## config.mk

```make
export PLATFORM = sky130hd
export DESIGN_NAME = fetch_controller_flat
export DESIGN_NICKNAME = d
export VERILOG_FILES = /design/src/rtl/fetch_controller_if.sv /design/src/rtl/fetch_controller.sv /design/src/flat_wrapper.sv
export SDC_FILE = /design/constraint.sdc
export NUM_CORES = 1
export LEC_CHECK = 0
export BUFFER_PORTS_ARGS = -buffer_cell sky130_fd_sc_hd__buf_2
export CORE_ASPECT_RATIO = 1.4
export CORE_MARGIN = 8
export CORE_UTILIZATION = 28
export CTS_BUF_LIST = sky130_fd_sc_hd__clkbuf_4 sky130_fd_sc_hd__clkbuf_8 sky130_fd_sc_hd__clkbuf_16
export DETAILED_ROUTE_END_ITERATION = 8
export SLEW_MARGIN = 10
export SYNTH_ARGS = -nofsm -noshare
export SYNTH_HDL_FRONTEND = slang
export SYNTH_SLANG_ARGS = --single-unit
```

## constraint.sdc

```tcl
create_clock -name clk -period 7.5 [get_ports clk]
set_clock_uncertainty 0.1 [all_clocks]
set_input_delay 1.5 -clock clk [delete_from_list [all_inputs] [get_ports clk]]
set_output_delay 1.5 -clock clk [all_outputs]
set_load 0.05 [all_outputs]
```

## src/rtl/fetch_controller_if.sv

```systemverilog
// Fetch-side bundle: control inputs, instruction-memory port and the decode handshake.
// The master modport belongs to the fetch controller, the slave modport to its environment.
interface fetch_controller_if;
    logic        start;
    logic        redirect_valid;
    logic [31:0] redirect_pc;
    logic [31:0] address;
    logic [31:0] inst;
    logic        inst_valid;
    logic [31:0] inst_out;
    logic [31:0] inst_pc;
    logic        inst_ready;
    logic        busy;
    logic        done;

    modport master (
        input  start,
        input  redirect_valid,
        input  redirect_pc,
        input  inst,
        input  inst_ready,
        output address,
        output inst_valid,
        output inst_out,
        output inst_pc,
        output busy,
        output done
    );

    modport slave (
        output start,
        output redirect_valid,
        output redirect_pc,
        output inst,
        output inst_ready,
        input  address,
        input  inst_valid,
        input  inst_out,
        input  inst_pc,
        input  busy,
        input  done
    );
endinterface

```

## src/rtl/fetch_controller.sv

```systemverilog
// Instruction-fetch sequencer: owns the PC, pushes {pc, inst} into a small prefetch FIFO
// and hands entries to decode over valid/ready, with redirect flush and a fetch limit.
module fetch_controller #(
    parameter logic [31:0] RESET_PC   = 32'h0000_0000,
    parameter int          PC_STEP    = 4,
    parameter int          FIFO_DEPTH = 2,
    parameter logic [31:0] MEM_LIMIT  = 32'h0000_003C
) (
    input logic              clk,
    input logic              rst_n,
    fetch_controller_if.master bus
);

    localparam int PTR_W = $clog2(FIFO_DEPTH);
    localparam int CNT_W = PTR_W + 1;
    localparam logic [CNT_W-1:0] DEPTH_C = CNT_W'(FIFO_DEPTH);
    localparam logic [31:0]      STEP_C  = 32'(PC_STEP);

    typedef enum logic [1:0] {
        IDLE  = 2'd0,
        FETCH = 2'd1,
        DONE  = 2'd2
    } state_t;

    state_t            state;
    state_t            state_next;
    logic [31:0]       pc;
    logic [31:0]       pc_next;
    logic [31:0]       pc_plus;
    logic [31:0]       redirect_target;

    logic [PTR_W-1:0]  rd_ptr;
    logic [PTR_W-1:0]  wr_ptr;
    logic [CNT_W-1:0]  count;
    logic [31:0]       fifo_inst [FIFO_DEPTH];
    logic [31:0]       fifo_pc   [FIFO_DEPTH];

    logic              fifo_empty;
    logic              fifo_full;
    logic              push;
    logic              pop;
    logic              flush;

    assign fifo_empty      = (count == '0);
    assign fifo_full       = (count == DEPTH_C);
    assign pc_plus         = pc + STEP_C;
    assign redirect_target = bus.redirect_pc & 32'hFFFF_FFFC;

    // Redirect pre-empts everything except reset: no push or pop is counted in that cycle.
    always_comb begin
        state_next = state;
        pc_next    = pc;
        push       = 1'b0;
        pop        = 1'b0;
        flush      = 1'b0;

        if (bus.redirect_valid) begin
            flush   = 1'b1;
            pc_next = redirect_target;
            if (redirect_target > MEM_LIMIT) begin
                state_next = DONE;
            end else begin
                state_next = FETCH;
            end
        end else begin
            pop = !fifo_empty && bus.inst_ready;
            case (state)
                IDLE: begin
                    if (bus.start) begin
                        state_next = FETCH;
                    end
                end
                FETCH: begin
                    push = !fifo_full || pop;
                    if (push) begin
                        pc_next = pc_plus;
                        if (pc_plus > MEM_LIMIT) begin
                            state_next = DONE;
                        end
                    end
                end
                DONE: begin
                    state_next = DONE;
                end
                default: begin
                    state_next = IDLE;
                end
            endcase
        end
    end

    always_ff @(posedge clk) begin
        if (!rst_n) begin
            state <= IDLE;
            pc    <= RESET_PC;
        end else begin
            state <= state_next;
            pc    <= pc_next;
        end
    end

    always_ff @(posedge clk) begin
        if (!rst_n) begin
            count  <= '0;
            rd_ptr <= '0;
            wr_ptr <= '0;
        end else if (flush) begin
            count  <= '0;
            rd_ptr <= '0;
            wr_ptr <= '0;
        end else begin
            if (push) begin
                wr_ptr <= wr_ptr + 1'b1;
            end
            if (pop) begin
                rd_ptr <= rd_ptr + 1'b1;
            end
            case ({push, pop})
                2'b10:   count <= count + 1'b1;
                2'b01:   count <= count - 1'b1;
                default: count <= count;
            endcase
        end
    end

    // Storage needs no reset; the head is masked to zero whenever the FIFO is empty.
    always_ff @(posedge clk) begin
        if (rst_n && push) begin
            fifo_inst[wr_ptr] <= bus.inst;
            fifo_pc[wr_ptr]   <= pc;
        end
    end

    always_comb begin
        bus.address    = pc;
        bus.inst_valid = !fifo_empty;
        bus.inst_out   = '0;
        bus.inst_pc    = '0;
        if (!fifo_empty) begin
            bus.inst_out = fifo_inst[rd_ptr];
            bus.inst_pc  = fifo_pc[rd_ptr];
        end
        bus.busy = (state == FETCH);
        bus.done = (state == DONE) && fifo_empty;
    end

endmodule

```

## src/flat_wrapper.sv

```systemverilog
// flat-port wrapper written by rule: the top's interface ports become plain ports
module fetch_controller_flat 
#(
    parameter logic [31:0] RESET_PC   = 32'h0000_0000,
    parameter int          PC_STEP    = 4,
    parameter int          FIFO_DEPTH = 2,
    parameter logic [31:0] MEM_LIMIT  = 32'h0000_003C
)
  (clk, rst_n, bus_start, bus_redirect_valid, bus_redirect_pc, bus_inst, bus_inst_ready, bus_address, bus_inst_valid, bus_inst_out, bus_inst_pc, bus_busy, bus_done);
  fetch_controller_if bus_i ();
  input logic clk;
  input logic rst_n;
  input wire logic [$bits(bus_i.start)-1:0] bus_start;
  input wire logic [$bits(bus_i.redirect_valid)-1:0] bus_redirect_valid;
  input wire logic [$bits(bus_i.redirect_pc)-1:0] bus_redirect_pc;
  input wire logic [$bits(bus_i.inst)-1:0] bus_inst;
  input wire logic [$bits(bus_i.inst_ready)-1:0] bus_inst_ready;
  output wire logic [$bits(bus_i.address)-1:0] bus_address;
  output wire logic [$bits(bus_i.inst_valid)-1:0] bus_inst_valid;
  output wire logic [$bits(bus_i.inst_out)-1:0] bus_inst_out;
  output wire logic [$bits(bus_i.inst_pc)-1:0] bus_inst_pc;
  output wire logic [$bits(bus_i.busy)-1:0] bus_busy;
  output wire logic [$bits(bus_i.done)-1:0] bus_done;
  assign bus_i.start = bus_start;
  assign bus_i.redirect_valid = bus_redirect_valid;
  assign bus_i.redirect_pc = bus_redirect_pc;
  assign bus_i.inst = bus_inst;
  assign bus_i.inst_ready = bus_inst_ready;
  assign bus_address = bus_i.address;
  assign bus_inst_valid = bus_i.inst_valid;
  assign bus_inst_out = bus_i.inst_out;
  assign bus_inst_pc = bus_i.inst_pc;
  assign bus_busy = bus_i.busy;
  assign bus_done = bus_i.done;
  fetch_controller #(.RESET_PC(RESET_PC), .PC_STEP(PC_STEP), .FIFO_DEPTH(FIFO_DEPTH), .MEM_LIMIT(MEM_LIMIT)) u_core (.clk(clk), .rst_n(rst_n), .bus(bus_i));
endmodule
```

**After elaboration in Yosys (flattened, before gate mapping)**

Memories as Yosys holds them, arrays and structs flattened. A register that Yosys moved wholly into a read port is not among the register bits.
Index checks and enable logic that the tools add are counted.

- Add/subtract/negate cells: 5
- $lt $le $gt $ge: 2
- Equality and inequality tests: 8
- Multiplexer cells: 22
- Bitwise gates (word level): 1
- Reduce and logical (&&, ||, !) cells: 16

Operators with widths:

| operator | count |
|---|---|
| $mux W32 | 5 |
| $gt A32 B6 Y1 const B | 2 |
| $add A32 B3 Y32 const B | 1 |
| $mux W1 | 10 |
| $mux W2 | 5 |
| $eq A2 B2 Y1 const B | 3 |
| $ne A3 B2 Y1 const B | 2 |
| $pmux W2 S3 | 1 |
| $reduce_bool A2 Y1 | 3 |
| $eq A2 B1 Y1 const B | 2 |
| $logic_not A2 Y1 | 2 |
| $pmux W2 S2 | 1 |
| $reduce_and A2 Y1 | 2 |
| $reduce_or A2 Y1 | 2 |
| $logic_and A1 B1 Y1 | 3 |
| $ne A3 B3 Y1 const B | 1 |
| $reduce_and A3 Y1 | 1 |
| $add A1 B1 Y1 const B | 2 |
| $add A2 B1 Y2 const B | 1 |
| $logic_not A1 Y1 | 2 |
| $sub A2 B1 Y2 const B | 1 |
| $logic_or A1 B1 Y1 | 1 |
| $not A1 Y1 | 1 |

- Register bits: 38
- Memory bits (writable): 128
- Input bits: 69
- Output and inout bits: 99
- Logic and storage cells: 62
- Memories: 2

Memories:

| memory | words | width | rd ports | clocked after Yosys merged registers in | wr ports | RTL line | RTL |
|---|---|---|---|---|---|---|---|
| u_core.fifo_inst | 2 | 32 | 1 | 1 | 1 | fetch_controller.sv:35 | `logic [31:0] fifo_inst [FIFO_DEPTH];` |
| u_core.fifo_pc | 2 | 32 | 1 | 1 | 1 | fetch_controller.sv:36 | `logic [31:0] fifo_pc [FIFO_DEPTH];` |

**Longest topological paths before layout**

- Depth after elaboration: 9
- Depth in mapped cells: 10
- Depth with buffers taken out: 10

**Worst setup path before layout**

No wires, ideal clock.

- Path type: in2reg
- Start: in bus_inst_ready
- End: mem u_core.fifo_inst[0][0], enable pin
- Arrival: 6.197 ns
- Data required time: 6.842 ns
- Slack: 0.645 ns
- Stages on the path: 4
- Path buffers: 1
- Cells stage by stage: nor3b_1 > nand2b_1 > clkbuf_1 > nor3_1

- Longest elaborated chain between the ends: 7

Ends and longest elaborated chain:

| element | RTL line | RTL |
|---|---|---|
| from (decl) | flat_wrapper.sv:17 | `input wire logic [$bits(bus_i.inst_ready)-1:0] bus_inst_ready;` |
| $logic_and A1 B1 Y1 | fetch_controller.sv:66 | `pop = !fifo_empty && bus.inst_ready;` |
| $logic_or A1 B1 Y1 | fetch_controller.sv:74 | `push = !fifo_full \|\| pop;` |
| $mux W1 | fetch_controller.sv:67 | `case (state)` |
| $mux W1 | fetch_controller.sv:57 | `if (bus.redirect_valid) begin` |
| $logic_and A1 B1 Y1 | fetch_controller.sv:128 | `if (rst_n && push) begin` |
| $mux W1 | fetch_controller.sv:128 |  |
| $mux W1 (implied by the code) | fetch_controller.sv:129 | `fifo_inst[wr_ptr] <= bus.inst;` |
| to (decl) | fetch_controller.sv:35 |  |

No other way between the ends.

==> results.toml <==
[outcome]
status = "completed"

[run]
drv_cap = 0

[drt]
num_vias = 5128
wire_per_inst_um = 17.7
post-route-drc-count = 0
top_layer = "met5"
route.met3.wl_um = 874
drtPass1Iterations = 4
met1_length_um = 7630
drt_wl_total_um = 19500
drtIter0Drc = 194
final_antenna_net_count = 0
wl_met2_um = 10600
avgViaCountPerCell = 4.65

[worst_setup_path]
slowest_stage = "buf_4"
cpLargestDelayFamily = "buffers and inverters"
max_stage_delay_ns = 0.66
required_ns = 5.90
r2r-start = "u_core.bus.address[2]"
critPathCaptureType = "output pin"
path_cells = "buf_4 > mux2i_1 > nor2_1 > buf_2"
cp.arrival_ns = 2.37
r2r_end = "u_core.state[1]"
reg2reg_slack_ns = 4.42
critPathKind = "flip-flop to output pin"
critPathBufInv = 2
start_kind = "flip-flop"
worstRegToRegCells = 9
cp_max_fo = 43

[synthesis]
async_flop_share = 0
dominantRegCellSynth = "edfxtp_1"
synth_area_um2 = 7270
yosysSeqAreaShare = 0.614
synth_top_family_by_area = "simple AND/OR/NAND/NOR gates"
synthAdderAreaFrac = 0.0103
synth_xor_xnor_area_share = 0.0470
synth_compound_area_frac = 0.0588
synth.area.top_cells = "edfxtp_1 51%, dfxtp_1 10%, mux2i_1 8.8%"
ys_types = 50
avgSynthCellArea_um2 = 11.9
synth_top_area_frac = 0.512
yosys-mux-area-fraction = 0.0881
synth_enable_flop_cells = 124
yosysWarningCount = 0
syn_inst = 612
synth-simple-area-share = 0.153
synth_top_cell_by_area = "edfxtp_1"
ys_ff_latch = 161

[cts]
clk-insertion-delay-late_ns = 0.42
clock_sinks = 161
post_cts_buffers = 0
cts-hold-fix-buffers = 0
htreeDepth = 4
clk_pin_slew_worst_paths_ns = 0.06
ctsResizeCount = 0
clock_path_buffers = 2
root_buffer = "clkbuf_16"
numCtsBuffers = 17
cts_tree = "done"

[timing]
fin_setup_tns_ns = 0
finalSetupViolCount = 0
fmax_mhz = 252
finalCriticalPeriod_ns = 3.97
fin_crit_sh = 0.530
setup_slack_ns = 3.53
max_slew.worst_pin.slew_ns = 0.806
rsz0062_at_grt = "no"
maxSlewHeadroom = 0.462
hold_viol = 0
slew_violations = 0

[floorplan]
fp.dieH_um = 207
row_count = 70
fp.coreArea_um2 = 25800
start_util = 0.282
fp.dieArea_um2 = 31500
die_width_um = 152
io_pins = 168

[pwr]
power_leakage_nw = 3.38
vdd_drop_max_v = 0.000121
pwr_density_cell_nw_per_um2 = 225

[grt]
grt_pass1_wl_um = 29400
antenna_found_initial = 3
first_global_vias = 5090
grt_start_max_net_pins = 47
grt_usage = 0.122
grt_overflow = 0

[cells_and_area]
layout-drive-gt1-share = 0.275
stdcell_count = 1102
synthToLayoutAreaGrowth_pct = 23.7
postLayoutCellArea_um2 = 8990
fin_nets = 839

[placed_design]
post-place-ws_ns = 3.73
gp_congestion = 0.857
io_buffers = 161
place_inst = 1069
hpwl_um = 14000
dpl_cell_area_um2 = 8410

[worst_hold_path]
holdCritStartpoint = "u_core.rd_ptr"
hold_class = "flip-flop to flip-flop"
hold_path_end = "u_core.rd_ptr"
min_path_cells = 2
==> cell type report <==
type,instances,area [um2]
tap,324,405
clock inverter,10,110
antenna,1,2.50
clock buffer,22,469
sequential,161,4470
multi-input combinational,405,2630
timing repair buffer,170,873
inverter,9,33.8
fill,2566,16800
==> metal layers <==
metal,track usage,vias to the layer above
li1,-,2495
met1,0.127,2487
met4,0.0562,4
met2,0.227,119
met3,0.0315,23
met5,0,-
==> kinds of logic (layout without fill, tap and decap cells) <==
group	after synthesis	after routing
mux	64	64
fa+ha+maj	6	6
flops	161	161
xor+xnor	39	39
simple gates	231	231
buf+inv	49	211
compound gates	61	61
other cells	1	5
==> stage by stage <==
stage	total power, mW	util	hold WS (ns)
after global routing	2.10	0.348	0.440
after CTS	2.05	0.348	0.433
after global placement	1.19	0.326	0.384
after detailed placement	1.19	0.326	0.414
after floorplan	1.13	-	0.367
final	2.02	0.348	0.422
==> where the power goes <==
part	switching [mW]	total, mW	internal (mW)	leakage, nW
Combinational	0.110	0.164	0.0542	1.64
Clock	0.337	0.849	0.512	0.292
Sequential	0.0308	1.01	0.976	1.45
==> placed cells by master, fill, tap and decap left out, types with 14 or more instances in the layout <==
master / n
o21ai_0: 23
dfxtp_1: 36
clkbuf_16: 17
and2_1: 21
nor2_1: 88
nand2_1: 45
xnor2_1: 17
nand3_1: 15
xor2_1: 22
buf_2: 161
nand4_1: 14
mux2i_1: 64
edfxtp_1: 124
==> state kept, by name, indices dropped and copies added (netlist names), named ones only <==
name	flops
u_core.fifo_pc	60
u_core.bus.address	30
u_core.rd_ptr	1
u_core.wr_ptr	1
u_core.count	2
u_core.fifo_inst	64
u_core.state	2
==> worst reg2reg max path: stages, from the launching register on <==
cell	delay (ns)
dfxtp_1	0.55
ha_1	0.25
and3_1	0.24
nand2_1	0.14
or4_4	0.56
a221oi_2	0.28
nand4_1	0.19
o41a_1	0.44
mux2i_1	0.16
nor2b_1	0.06
==> how the worst max path moves through the flow <==
stage,depth (start not counted),endpoint,slack (ns)
2_1_floorplan,4,u_core.fifo_inst[0][0],0.64
3_3_place_gp,7,u_core.fifo_inst[1][25],3.79
3_5_place_dp,7,u_core.fifo_pc[0][30],3.73
4_1_cts,4,bus_inst_pc[16],3.46
5_1_grt,4,bus_inst_pc[16],3.39
6_report,4,bus_inst_pc[16],3.53
==> cell usage after synthesis (all sizes together) (2+ instances only) <==
library cell	n
inv	9
nand2	45
nor2b	2
nand2b	3
o31ai	5
nor4b	2
mux2i	64
xnor2	17
or3	6
o211a	10
dfxtp	37
and2	21
nor3b	2
or4	2
and4	4
edfxtp	124
a21oi	7
a31oi	2
and3	4
nand3	16
buf	14
nor2	89
nor4	6
o21ai	23
ha	6
clkbuf	26
xor2	22
a311o	2
nor3	14
nand4	14
No activity file was read; power rests on OpenSTA's default activity.
